File: src/rtl/dmem_pkg.sv
// -----------------------------------------------------------------------------
// dmem_pkg
//   Shared types and widths for the data-memory port arbiter.
//   - AW / DW      : address and data width of the single data_mem port.
//   - arb_state_t  : port ownership state (core by default, loader in a burst).
//   - mem_req_t    : one access as presented to data_mem (we, addr, wdata).
// -----------------------------------------------------------------------------
package dmem_pkg;

  localparam int AW = 8;
  localparam int DW = 8;

  typedef enum logic {
    OWN_CORE = 1'b0,
    OWN_LDR  = 1'b1
  } arb_state_t;

  typedef struct packed {
    logic          we;
    logic [AW-1:0] addr;
    logic [DW-1:0] wdata;
  } mem_req_t;

endpackage

File: src/rtl/dmem_port_arbiter_starve_counter.sv
// -----------------------------------------------------------------------------
// starve_counter
//   Counts consecutive cycles in which the loader asked for the port and was
//   refused. Saturates at STARVE_MAX; clear has priority over increment.
//   Ports:
//     clk, rst   : clock, asynchronous active-high reset
//     inc        : loader refused this cycle
//     clr        : loader granted or not requesting this cycle
//     cnt        : current count (registered)
//     sat        : cnt == STARVE_MAX, loader must be granted this cycle
// -----------------------------------------------------------------------------
module starve_counter #(
  parameter  int STARVE_MAX = 4,
  localparam int CW         = $clog2(STARVE_MAX + 1)
) (
  input  logic          clk,
  input  logic          rst,
  input  logic          inc,
  input  logic          clr,
  output logic [CW-1:0] cnt,
  output logic          sat
);

  localparam logic [CW-1:0] MAX_C = CW'(STARVE_MAX);

  logic [CW-1:0] cnt_d;
  logic [CW-1:0] cnt_q;

  // next count: clear wins, otherwise saturating increment
  always_comb begin
    cnt_d = cnt_q;
    if (clr) begin
      cnt_d = '0;
    end else if (inc && (cnt_q != MAX_C)) begin
      cnt_d = cnt_q + {{(CW-1){1'b0}}, 1'b1};
    end else begin
      cnt_d = cnt_q;
    end
  end

  // count register
  always_ff @(posedge clk or posedge rst) begin
    if (rst) begin
      cnt_q <= '0;
    end else begin
      cnt_q <= cnt_d;
    end
  end

  assign cnt = cnt_q;
  assign sat = (cnt_q == MAX_C);

endmodule

File: src/rtl/dmem_port_arbiter.sv
// -----------------------------------------------------------------------------
// dmem_port_arbiter
//   Shares the single data_mem port between the core LD/ST path (port 0) and
//   the memory loader/dumper (port 1). The core has priority; a starvation
//   counter forces a loader grant after STARVE_MAX refused cycles, and
//   ldr_lock lets the loader keep the port for a burst.
//   Ports:
//     CLK, reset                       : clock, async active-high reset
//     core_req/we/addr/wdata           : core access request
//     core_gnt, core_stall, core_rvalid: core grant, stall, load data valid
//     ldr_req/lock/we/addr/wdata       : loader access request
//     ldr_gnt, ldr_rvalid              : loader grant, read data valid
//     rdata                            : registered read data (qualify w/ rvalid)
//     mem_addr/rd/wr/wdata, mem_rdata  : data_mem interface
//   AW/DW must match the widths in dmem_pkg (mem_req_t is built from them).
// -----------------------------------------------------------------------------
module dmem_port_arbiter
  import dmem_pkg::*;
#(
  parameter int AW         = dmem_pkg::AW,
  parameter int DW         = dmem_pkg::DW,
  parameter int STARVE_MAX = 4
) (
  input  logic          CLK,
  input  logic          reset,
  input  logic          core_req,
  input  logic          core_we,
  input  logic [AW-1:0] core_addr,
  input  logic [DW-1:0] core_wdata,
  output logic          core_gnt,
  output logic          core_stall,
  output logic          core_rvalid,
  input  logic          ldr_req,
  input  logic          ldr_lock,
  input  logic          ldr_we,
  input  logic [AW-1:0] ldr_addr,
  input  logic [DW-1:0] ldr_wdata,
  output logic          ldr_gnt,
  output logic          ldr_rvalid,
  output logic [DW-1:0] rdata,
  output logic [AW-1:0] mem_addr,
  output logic          mem_rd,
  output logic          mem_wr,
  output logic [DW-1:0] mem_wdata,
  input  logic [DW-1:0] mem_rdata
);

  localparam int CW = $clog2(STARVE_MAX + 1);

  arb_state_t    state_d, state_q;
  logic          core_rvalid_d, core_rvalid_q;
  logic          ldr_rvalid_d, ldr_rvalid_q;
  logic [DW-1:0] rdata_d, rdata_q;

  logic          core_gnt_c;
  logic          ldr_gnt_c;
  logic          starve_inc;
  logic          starve_clr;
  logic          starve_sat;
  logic [CW-1:0] starve_cnt;
  mem_req_t      sel_req;

  assign starve_inc = ldr_req & ~ldr_gnt_c;
  assign starve_clr = ~starve_inc;

  starve_counter #(
    .STARVE_MAX (STARVE_MAX)
  ) u_starve (
    .clk (CLK),
    .rst (reset),
    .inc (starve_inc),
    .clr (starve_clr),
    .cnt (starve_cnt),
    .sat (starve_sat)
  );

  // grant decision and ownership next-state
  always_comb begin
    core_gnt_c = 1'b0;
    ldr_gnt_c  = 1'b0;
    state_d    = state_q;
    // Grants are combinational, so they are masked while reset is high to
    // guarantee no access (in particular no write) reaches data_mem then.
    if (reset) begin
      state_d = OWN_CORE;
    end else begin
      case (state_q)
        OWN_CORE: begin
          if (core_req && !starve_sat) begin
            core_gnt_c = 1'b1;
          end else if (ldr_req) begin
            ldr_gnt_c = 1'b1;
            if (ldr_lock) begin
              state_d = OWN_LDR;
            end else begin
              state_d = OWN_CORE;
            end
          end else begin
            state_d = OWN_CORE;
          end
        end
        OWN_LDR: begin
          // Release takes effect at the edge; the core only becomes eligible
          // in the following cycle.
          if (ldr_req) begin
            ldr_gnt_c = 1'b1;
            if (!ldr_lock) begin
              state_d = OWN_CORE;
            end else begin
              state_d = OWN_LDR;
            end
          end else begin
            state_d = OWN_CORE;
          end
        end
        default: begin
          state_d = OWN_CORE;
        end
      endcase
    end
  end

  // data_mem mux from the granted port; idle port drives zeros
  always_comb begin
    sel_req = '0;
    if (core_gnt_c) begin
      sel_req.we    = core_we;
      sel_req.addr  = core_addr;
      sel_req.wdata = core_wdata;
    end else if (ldr_gnt_c) begin
      sel_req.we    = ldr_we;
      sel_req.addr  = ldr_addr;
      sel_req.wdata = ldr_wdata;
    end else begin
      sel_req = '0;
    end
  end

  // read-return pipeline: capture data and flag the owner for one cycle
  always_comb begin
    core_rvalid_d = core_gnt_c & ~core_we;
    ldr_rvalid_d  = ldr_gnt_c & ~ldr_we;
    if (core_rvalid_d || ldr_rvalid_d) begin
      rdata_d = mem_rdata;
    end else begin
      rdata_d = rdata_q;
    end
  end

  // state and read-return registers
  always_ff @(posedge CLK or posedge reset) begin
    if (reset) begin
      state_q       <= OWN_CORE;
      core_rvalid_q <= 1'b0;
      ldr_rvalid_q  <= 1'b0;
      rdata_q       <= '0;
    end else begin
      state_q       <= state_d;
      core_rvalid_q <= core_rvalid_d;
      ldr_rvalid_q  <= ldr_rvalid_d;
      rdata_q       <= rdata_d;
    end
  end

  assign core_gnt    = core_gnt_c;
  assign ldr_gnt     = ldr_gnt_c;
  assign core_stall  = core_req & ~core_gnt_c;
  assign core_rvalid = core_rvalid_q;
  assign ldr_rvalid  = ldr_rvalid_q;
  assign rdata       = rdata_q;
  assign mem_addr    = sel_req.addr;
  assign mem_wdata   = sel_req.wdata;
  assign mem_rd      = (core_gnt_c | ldr_gnt_c) & ~sel_req.we;
  assign mem_wr      = (core_gnt_c | ldr_gnt_c) & sel_req.we;

endmodule

File: config.mk
export PLATFORM = sky130hd
export DESIGN_NAME = dmem_port_arbiter
export DESIGN_NICKNAME = d
export VERILOG_FILES = /design/src/rtl/dmem_pkg.sv /design/src/rtl/dmem_port_arbiter_starve_counter.sv /design/src/rtl/dmem_port_arbiter.sv
export SDC_FILE = /design/constraint.sdc
export NUM_CORES = 1
export LEC_CHECK = 0
export CAP_MARGIN = 40
export CORE_MARGIN = 4
export CORE_UTILIZATION = 27
export CTS_CLUSTER_SIZE = 28
export DETAILED_ROUTE_END_ITERATION = 16
export GPL_TIMING_DRIVEN = 0
export PLACE_DENSITY = 0.76
export SETUP_SLACK_MARGIN = 0.4
export SLEW_MARGIN = 0
export SYNTH_ARGS = -nofsm -noshare
export SYNTH_HDL_FRONTEND = slang
export SYNTH_HIERARCHICAL = 1
export SYNTH_SLANG_ARGS = --single-unit
File: constraint.sdc
create_clock -name CLK -period 2.2 [get_ports CLK]
set_input_delay 0.44 -clock CLK [delete_from_list [all_inputs] [get_ports CLK]]
set_output_delay 0.44 -clock CLK [all_outputs]
set_load 0.02 [all_outputs]
**Word level (Yosys, flattened, before mapping)**

Index checks and enable logic that the tools add are counted.

- Equal/unequal tests: 3
- Mux-type cells: 16
- Add/sub/neg operators: 1
- Bitwise operators: 13
- Reductions and logical operators: 4

Operators with widths:

| operator | count |
|---|---|
| $mux 17 | 2 |
| $mux 1 | 10 |
| $and 1x1->1 | 6 |
| $mux 3 | 2 |
| $not 1->1 | 6 |
| $pmux 1 s2 | 2 |
| $add 3x1->3 const B | 1 |
| $eq 3x3->1 const B | 1 |
| $ne 3x3->1 const B | 1 |
| $logic_and 1x1->1 | 2 |
| $ne 2x2->1 const B | 1 |
| $logic_not 1->1 | 1 |
| $logic_or 1x1->1 | 1 |
| $or 1x1->1 | 1 |

- Output and inout bits: 31
- Logic and storage cells: 42
- Register bits: 14

**Depth between registers and ports, before layout**

Gate-level depths: netlist of the first run.

- Depth in word-level cells: 11
- Gate-level depth with buffers: 8
- Mapped depth without buffers: 8

**Cells and area by module**

The synthesis of the first run kept the hierarchy.

Modules (own cells, without submodules):

| module | seq. area each (um^2) | area each (um^2) | times used | cells each |
|---|---|---|---|---|
| dmem_port_arbiter | 275.3 | 628.1 | 1 | 53 |
| starve_counter | 75.1 | 201.4 | 1 | 19 |

**Worst setup path before layout of the first run**

No wires, ideal clock.

- Path type: reg-to-output
- Start: register u_starve.cnt_q[0] (netlist: u_starve/cnt[0])
- End: output mem_addr[1]
- Cell stages (with the launch flop): 8
- Arrival time: 1983 ps
- Slack: -223 ps
- Path through: dfrtp_1 inv_1 ha_1 and2_1 or4b_4 clkinv_1 buf_2 a22o_1

RTL lines:

| element | RTL line | text |
|---|---|---|
| start: declaration | dmem_port_arbiter_starve_counter.sv:27 | `logic [CW-1:0] cnt_q;` |
| start signal: assignment | dmem_port_arbiter_starve_counter.sv:46 | `cnt_q <= cnt_d;` |
| $eq 3x3->1 | dmem_port_arbiter_starve_counter.sv:51 | `assign sat = (cnt_q == MAX_C);` |
| via starve_sat | dmem_port_arbiter.sv:59 | `logic starve_sat;` |
| $logic_not 1->1 | dmem_port_arbiter.sv:89 | `if (core_req && !starve_sat) begin` |
| $logic_and 1x1->1 | dmem_port_arbiter.sv:89 |  |
| $mux 1 | dmem_port_arbiter.sv:89 |  |
| $mux 1 | dmem_port_arbiter.sv:87 | `case (state_q)` |
| $mux 1 | dmem_port_arbiter.sv:84 | `if (reset) begin` |
| via core_gnt | dmem_port_arbiter.sv:30 | `output logic core_gnt,` |
| $mux 17 | dmem_port_arbiter.sv:126 | `if (core_gnt_c) begin` |
| end: declaration | dmem_port_arbiter.sv:41 | `output logic [AW-1:0] mem_addr,` |

The timed path passes the listed nets, and every way through them passes these cells.

**Final worst setup path of the first run**

- Start: register u_starve.cnt_q[1] (netlist: u_starve/cnt[1])
- End: output mem_wr

- Word-level cells in the longest chain between the ends: 9

RTL lines:

| element | RTL line | text |
|---|---|---|
| $eq 3x3->1 (*) | dmem_port_arbiter_starve_counter.sv:51 |  |
| via starve_sat | dmem_port_arbiter.sv:59 |  |
| $logic_not 1->1 (*) | dmem_port_arbiter.sv:89 |  |
| $logic_and 1x1->1 (*) | dmem_port_arbiter.sv:89 |  |
| $mux 1 | dmem_port_arbiter.sv:89 |  |
| $pmux 1 s2 | dmem_port_arbiter.sv:87 |  |
| $mux 1 | dmem_port_arbiter.sv:84 |  |
| $mux 17 | dmem_port_arbiter.sv:130 | `end else if (ldr_gnt_c) begin` |
| $mux 17 | dmem_port_arbiter.sv:126 |  |
| $and 1x1->1 (*) | dmem_port_arbiter.sv:174 | `assign mem_wr = (core_gnt_c \| ldr_gnt_c) & sel_req.we;` |
| end: declaration | dmem_port_arbiter.sv:43 | `output logic mem_wr,` |

The timed path passes the listed nets; every way through them passes the cells marked *.

==> results of run 1 <==
-- synthesized netlist by cell type --
cell type and number:
nor3_1 1, nand2b_1 3, nor2_1 3, a22o_1 16
mux2_2 8, o21ai_0 1, clkinv_1 1, dfrtp_1 14
ha_1 2, and2_1 2, mux2_4 1, a21boi_2 1
a21oi_1 1, o32ai_4 1, nor2b_1 1, nor3b_1 1
and4b_1 1, or4b_4 1, nor3_2 1, inv_1 6
o31ai_1 1, and2_2 1, mux2i_1 1, nand2_1 1
buf_2 2
-- layout make-up --
cell class / instances / area (um^2) / area share [%]
Multi-Input combinational cell: 49 / 605.6 / 28.90
Sequential cell: 14 / 350.3 / 16.72
Timing Repair inverter: 1 / 8.758 / 0.4179
Buffer: 2 / 31.28 / 1.493
Tap cell: 31 / 38.79 / 1.851
Inverter: 7 / 33.78 / 1.612
Clock buffer: 4 / 36.28 / 1.731
Timing Repair Buffer: 98 / 991.0 / 47.28
-- where the power goes --
group          total [mW]  switching (mW)  internal, mW
combinational       0.488           0.194         0.294
clock               0.184          0.0833         0.101
sequential          0.310          0.0179         0.292
total               0.982           0.296         0.687
-- critical path: cells and delay by family (launching register included) --
kind / cells / cell delay [ps]
AND/OR/NAND/NOR: 3 / 790
adder cells (fa/ha/maj): 1 / 180
AO/OA/AOI/OAI: 1 / 60
buffers and inverters: 4 / 430
flip-flops: 1 / 360
-- path summary, 6_finish.rpt --
path | slack, ps | endpoint
setup reg to reg | -90 | rdata[2]$_DFFE_PP0P_
hold / removal | 260 | u_starve/cnt[1]$_DFFE_PP0P_
max in group asynchronous | 1490 | rdata[1]$_DFFE_PP0P_
setup / recovery | -350 | mem_wr
hold reg to reg | 510 | rdata[2]$_DFFE_PP0P_
min in group CLK | 510 | rdata[2]$_DFFE_PP0P_
-- registers in the layout, indices dropped and copies added (netlist names) --
register / count
rdata: 8
u_starve/cnt: 3
core_rvalid: 1
ldr_rvalid: 1
state_q: 1
-- cells by family (layout without fill, tap and decap cells) --
family                   Yosys count  after routing
buffers and inverters              9            112
AND/OR/NAND/NOR                   16             16
AO/OA/AOI/OAI                     21             21
adder cells (fa/ha/maj)            2              2
flip-flops                        14             14
multiplexers                      10             10
-- routing by layer --
layer,GRT usage (%),up-vias
met4,5.391,0
met5,0,-
met3,5.329,7
met1,17.63,478
met2,32.86,55
li1,-,474
-- what timing repair did --
item | 4_1_cts | 5_1_grt
pin swaps | 7 | 9
buffers inserted | 14 | 5
gates cloned | 2 | 1
gates resized for setup | 136 | 14
setup endpoints to repair | 32 | 32
==> out/metrics.csv, run 1 <==
metric,value,unit
overflow,0,
syn2layout_area_growth,152.6,%
place_area,0.001763,mm^2
finalCritPeriodShare,116.1,%
fin_nets,225,
dp_cells,180,
end_kind,output pin,
numPortBuffers,77,
cp.required,1760,ps
path_max_fanout,6,
clk_pin_slew,90,ps
timing.final.crit_period,2553,ps
antenna_found_initial,0,
h-tree-depth,1,
cts_root_buf,clkbuf_4,
cts_buffer_depth,2,
die_area,0.004023,mm^2
worst_slack,-353.4,ps
track_usage,17.24,%
final_cell_area,0.002096,mm^2
layout_commonest_cell,clkdlybuf4s50_1,
peakVddDrop,0.1664,mV
synth.area.top_cells,"dfrtp_1 (42%), a22o_1 (17%), mux2_2 (11%)",
cts_sinks,14,
viasPerCell,4.922,
slew_violations,0,
slew_headroom,70.79,%
hp-class,input pin to async pin,
synth_area,829.5,um^2
dr.first_iter.drc_count,18,
setup_viol,29,
syn-mean-instance-area,11.52,um^2
syn-num-nets,121,
numCtsBuffers,3,
pin_count,78,
met2_length,2080,um
holdWs,261.4,ps
report.final.hold_viol_count,0,
final_util,73.46,%
hpwl,2610,um
rsz0062_at_grt,yes,
routed_wl,3657,um
cp.arrival,2110,ps
synth_cells,72,
die_y,63.43,um
power.density,468.8,mW/mm^2
insertion_delay,290,ps
cp-start-kind,register,
synth_area_leader_cell,dfrtp_1,
start_util,29.08,%
final_cell_mix,"clkdlybuf4s50_1 (55), buf_6 (28), dfrtp_1 (14), buf_4 (13)",
synth_simple_gate_area_share,12.82,%
drv_cap,0,
drt-pass1-iter-count,4,
finClkSkew,7.944,ps
drive_above_1_share,45.71,%
synth_fa_ha_area_share,3.017,%
synth_top_area_share,42.23,%
drc,0,
rows,19,
fillCellCount,194,
grt_max_degree,12,
violations,negative setup slack,
synth_mux_area_share,13.88,%
power.total,0.9825,mW
r2r_cells,8,
synth_top_family_by_area,compound AO/OA/AOI/OAI gates,
place_congestion,0.6972,
crit-reg2reg-launch,u_starve/cnt[1]$_DFFE_PP0P_,
wl_met1,1204,um
synth-compound-area-share,23.68,%
crit_chain,inv_1 > ha_2 > and2_4 > or4b_4 > inv_8 > buf_12 > nand2_4 > o31ai_4 > buf_6,
cp_slowest_stage_delay,600,ps
wl_met3,313,um
hold_buffers,0,
dp_slack,-844.0,ps
detail-route-antenna-nets,0,
critPathLaunch,u_starve/cnt[1]$_DFFE_PP0P_,
grt_pass1_wl,5361,um
core_region_area,0.002853,mm^2
n_antenna_cell,0,
cellLeakagePower,0.9721,nW
netlist-cell-type-count,25,
grt_pass1_vias,1135,
ys_warn_count,6,
setup_tns,-7095,ps
outcome,"finished, violations left",
synth_xor_area_share,0,%
fin_cells,206,
ys_seq_elements,14,
cts_tree,done,
max_slew.worst_pin.slew,437.6,ps
critPathKind,register to output pin,
top_layer_used,met4,
die_w,63.43,um
wire_per_inst,17.75,um
seq_area_frac_synth,42.23,%
crit_path_top_delay_cell,or4b_4,
vias,1014,
fmax,0.3916,GHz
Power figures use the tool's default switching activity.
==> inputs of run 2 (changes only) <==
--- a/config.mk
+++ b/config.mk
@@ -11,6 +11,7 @@
 export CTS_CLUSTER_SIZE = 28
 export DETAILED_ROUTE_END_ITERATION = 16
 export GPL_TIMING_DRIVEN = 0
+export MAX_ROUTING_LAYER = met4
 export PLACE_DENSITY = 0.76
 export SETUP_SLACK_MARGIN = 0.4
 export SLEW_MARGIN = 0
==> run 2 against run 1 <==
Flip-flop and latch count unchanged. Critical path depth did not move. Largest power group unchanged. Setup slack worse by 0.54 ps. Global-route usage grew 0.47 points. Cell area is the same. Largest cell class unchanged. The run still ends with negative setup slack left.
==> out/metrics.csv, run 2 (synthesis gave the netlist of run 1 again) <==
metric,value,unit,change
outcome,"finished, violations left",,
violations,negative setup slack,,
drv_cap,0,,unchanged
crit_path_top_delay_cell,or4b_4,,
worst_slack,-353.9,ps,-0.5380 ps
track_usage,17.71,%,+0.47 points
finalCritPeriodShare,116.1,%,about the same
h-tree-depth,1,,unchanged
dp_cells,180,,unchanged
path_max_fanout,6,,unchanged
insertion_delay,290,ps,about the same
fmax,0.3916,GHz,about the same
core_region_area,0.002853,mm^2,unchanged
hpwl,2610,um,unchanged
critPathKind,register to output pin,,
cts_tree,done,,
crit_chain,inv_1 > ha_2 > and2_4 > or4b_4 > inv_8 > buf_12 > nand2_4 > o31ai_4 > buf_6,,
drc,0,,unchanged
timing.final.crit_period,2554,ps,+0.5380 ps
slew_violations,0,,unchanged
peakVddDrop,0.1664,mV,about the same
power.density,468.9,mW/mm^2,about the same
slew_headroom,70.79,%,unchanged
n_antenna_cell,0,,unchanged
cp.arrival,2110,ps,about the same
wire_per_inst,17.78,um,+0.16%
cp-start-kind,register,,
syn2layout_area_growth,152.6,%,unchanged
hp-class,input pin to async pin,,
vias,1016,,+0.20%
dp_slack,-844.0,ps,unchanged
cellLeakagePower,0.9721,nW,unchanged
rsz0062_at_grt,yes,,
cp_slowest_stage_delay,600,ps,about the same
final_cell_mix,"clkdlybuf4s50_1 (55), buf_6 (28), dfrtp_1 (14), buf_4 (13)",,
pin_count,78,,unchanged
place_congestion,0.7047,,+1.1%
final_util,73.46,%,unchanged
final_cell_area,0.002096,mm^2,unchanged
rows,19,,unchanged
max_slew.worst_pin.slew,437.6,ps,unchanged
cts_buffer_depth,2,,unchanged
fillCellCount,194,,unchanged
overflow,0,,unchanged
fin_cells,206,,unchanged
start_util,29.08,%,unchanged
cp.required,1760,ps,about the same
die_y,63.43,um,unchanged
viasPerCell,4.932,,+0.20%
fin_nets,225,,unchanged
grt_pass1_wl,5368,um,+0.13%
finClkSkew,7.931,ps,-0.01283 ps
die_w,63.43,um,unchanged
routed_wl,3663,um,+0.16%
numPortBuffers,77,,unchanged
grt_pass1_vias,1134,,-0.088%
dr.first_iter.drc_count,18,,unchanged
antenna_found_initial,0,,unchanged
drive_above_1_share,45.71,%,unchanged
largest_register_ffs,8,,unchanged
drt-pass1-iter-count,4,,unchanged
place_area,0.001763,mm^2,unchanged
die_area,0.004023,mm^2,unchanged
report.final.hold_viol_count,0,,unchanged
numCtsBuffers,3,,unchanged
layout_commonest_cell,clkdlybuf4s50_1,,
cts_sinks,14,,unchanged
clk_pin_slew,90,ps,about the same
grt_max_degree,12,,unchanged
end_kind,output pin,,
detail-route-antenna-nets,0,,unchanged
cts_root_buf,clkbuf_4,,
setup_viol,29,,unchanged
-- run 2: timing repair --
action,CTS,global route
hold buffers,0,0
setup buffers,14,5
pin swaps,7,9
endpoints found under the setup margin,32,32
gates resized for setup,136,14
gates cloned,2,1
-- run 2: report_power, final --
| group | total (mW) | internal, mW | switching, mW | leakage, nW |
|---|---|---|---|---|
| clock network | 0.184 | 0.101 | 0.0833 | 0.0210 |
| registers | 0.310 | 0.292 | 0.0179 | 0.176 |
| logic | 0.488 | 0.294 | 0.195 | 0.775 |
-- run 2: final cells by class --
| class | count | area (um^2) | share of cell area, % |
|---|---|---|---|
| timing repair inverter | 1 | 8.758 | 0.4179 |
| multi-input combinational | 49 | 605.6 | 28.90 |
| timing repair buffer | 98 | 991.0 | 47.28 |
| clock buffer | 4 | 36.28 | 1.731 |
| buffer | 2 | 31.28 | 1.493 |
| sequential | 14 | 350.3 | 16.72 |
| inverter | 7 | 33.78 | 1.612 |
| tap | 31 | 38.79 | 1.851 |
-- run 2: per-stage QoR --
step | total power, mW | setup TNS [ps] | hold WS (ps)
finish | 0.9826 | -7100 | 261.5
floorplan | 0.5051 | 0 | 193.6
detailed placement | 0.7278 | -16320 | 494.3
global placement | 0.7166 | -14950 | 489.4
global route | 1.026 | -8861 | 277.8
CTS | 0.9603 | -5326 | 224.1
-- run 2: metal layers --
metal / wire (um) / global-route usage (%) / up-vias
met5: 0 / - / -
met4: 57 / 5.391 / 0
met3: 255 / 3.730 / 7
met2: 2081 / 32.86 / 55
met1: 1268 / 18.62 / 480
li1: - / - / 474
-- run 2: path summary, 6_finish.rpt --
path                       slack [ps]                   startpoint                     endpoint  cells after the start
max                              -350  u_starve/cnt[1]$_DFFE_PP0P_                       mem_wr                      9
min                               260                        reset  u_starve/cnt[1]$_DFFE_PP0P_                      2
max reg2reg                       -90  u_starve/cnt[1]$_DFFE_PP0P_         rdata[2]$_DFFE_PP0P_                      8
min reg2reg                       510         rdata[2]$_DFFE_PP0P_         rdata[2]$_DFFE_PP0P_                      1
max in group asynchronous        1490                        reset         rdata[1]$_DFFE_PP0P_                      2
min in group CLK                  510         rdata[2]$_DFFE_PP0P_         rdata[2]$_DFFE_PP0P_                      1
-- run 2: worst max-delay path: cells and delay by family (launching register included) --
| family | cells | cell delay, ps |
|---|---|---|
| AOI/OAI and AO/OA | 1 | 60 |
| adders and majority gates | 1 | 180 |
| buffers and inverters | 4 | 430 |
| DFF | 1 | 360 |
| and+or+nand+nor | 3 | 790 |
==> inputs of run 3 (changes only) <==
--- a/config.mk
+++ b/config.mk
@@ -5,6 +5,7 @@
 export SDC_FILE = /design/constraint.sdc
 export NUM_CORES = 1
 export LEC_CHECK = 0
+export ABC_CLOCK_PERIOD_IN_PS = 2200
 export CAP_MARGIN = 40
 export CORE_MARGIN = 4
 export CORE_UTILIZATION = 27
==> results of run 3 <==
Final layout, timing and power as in run 2 (identical DEF).
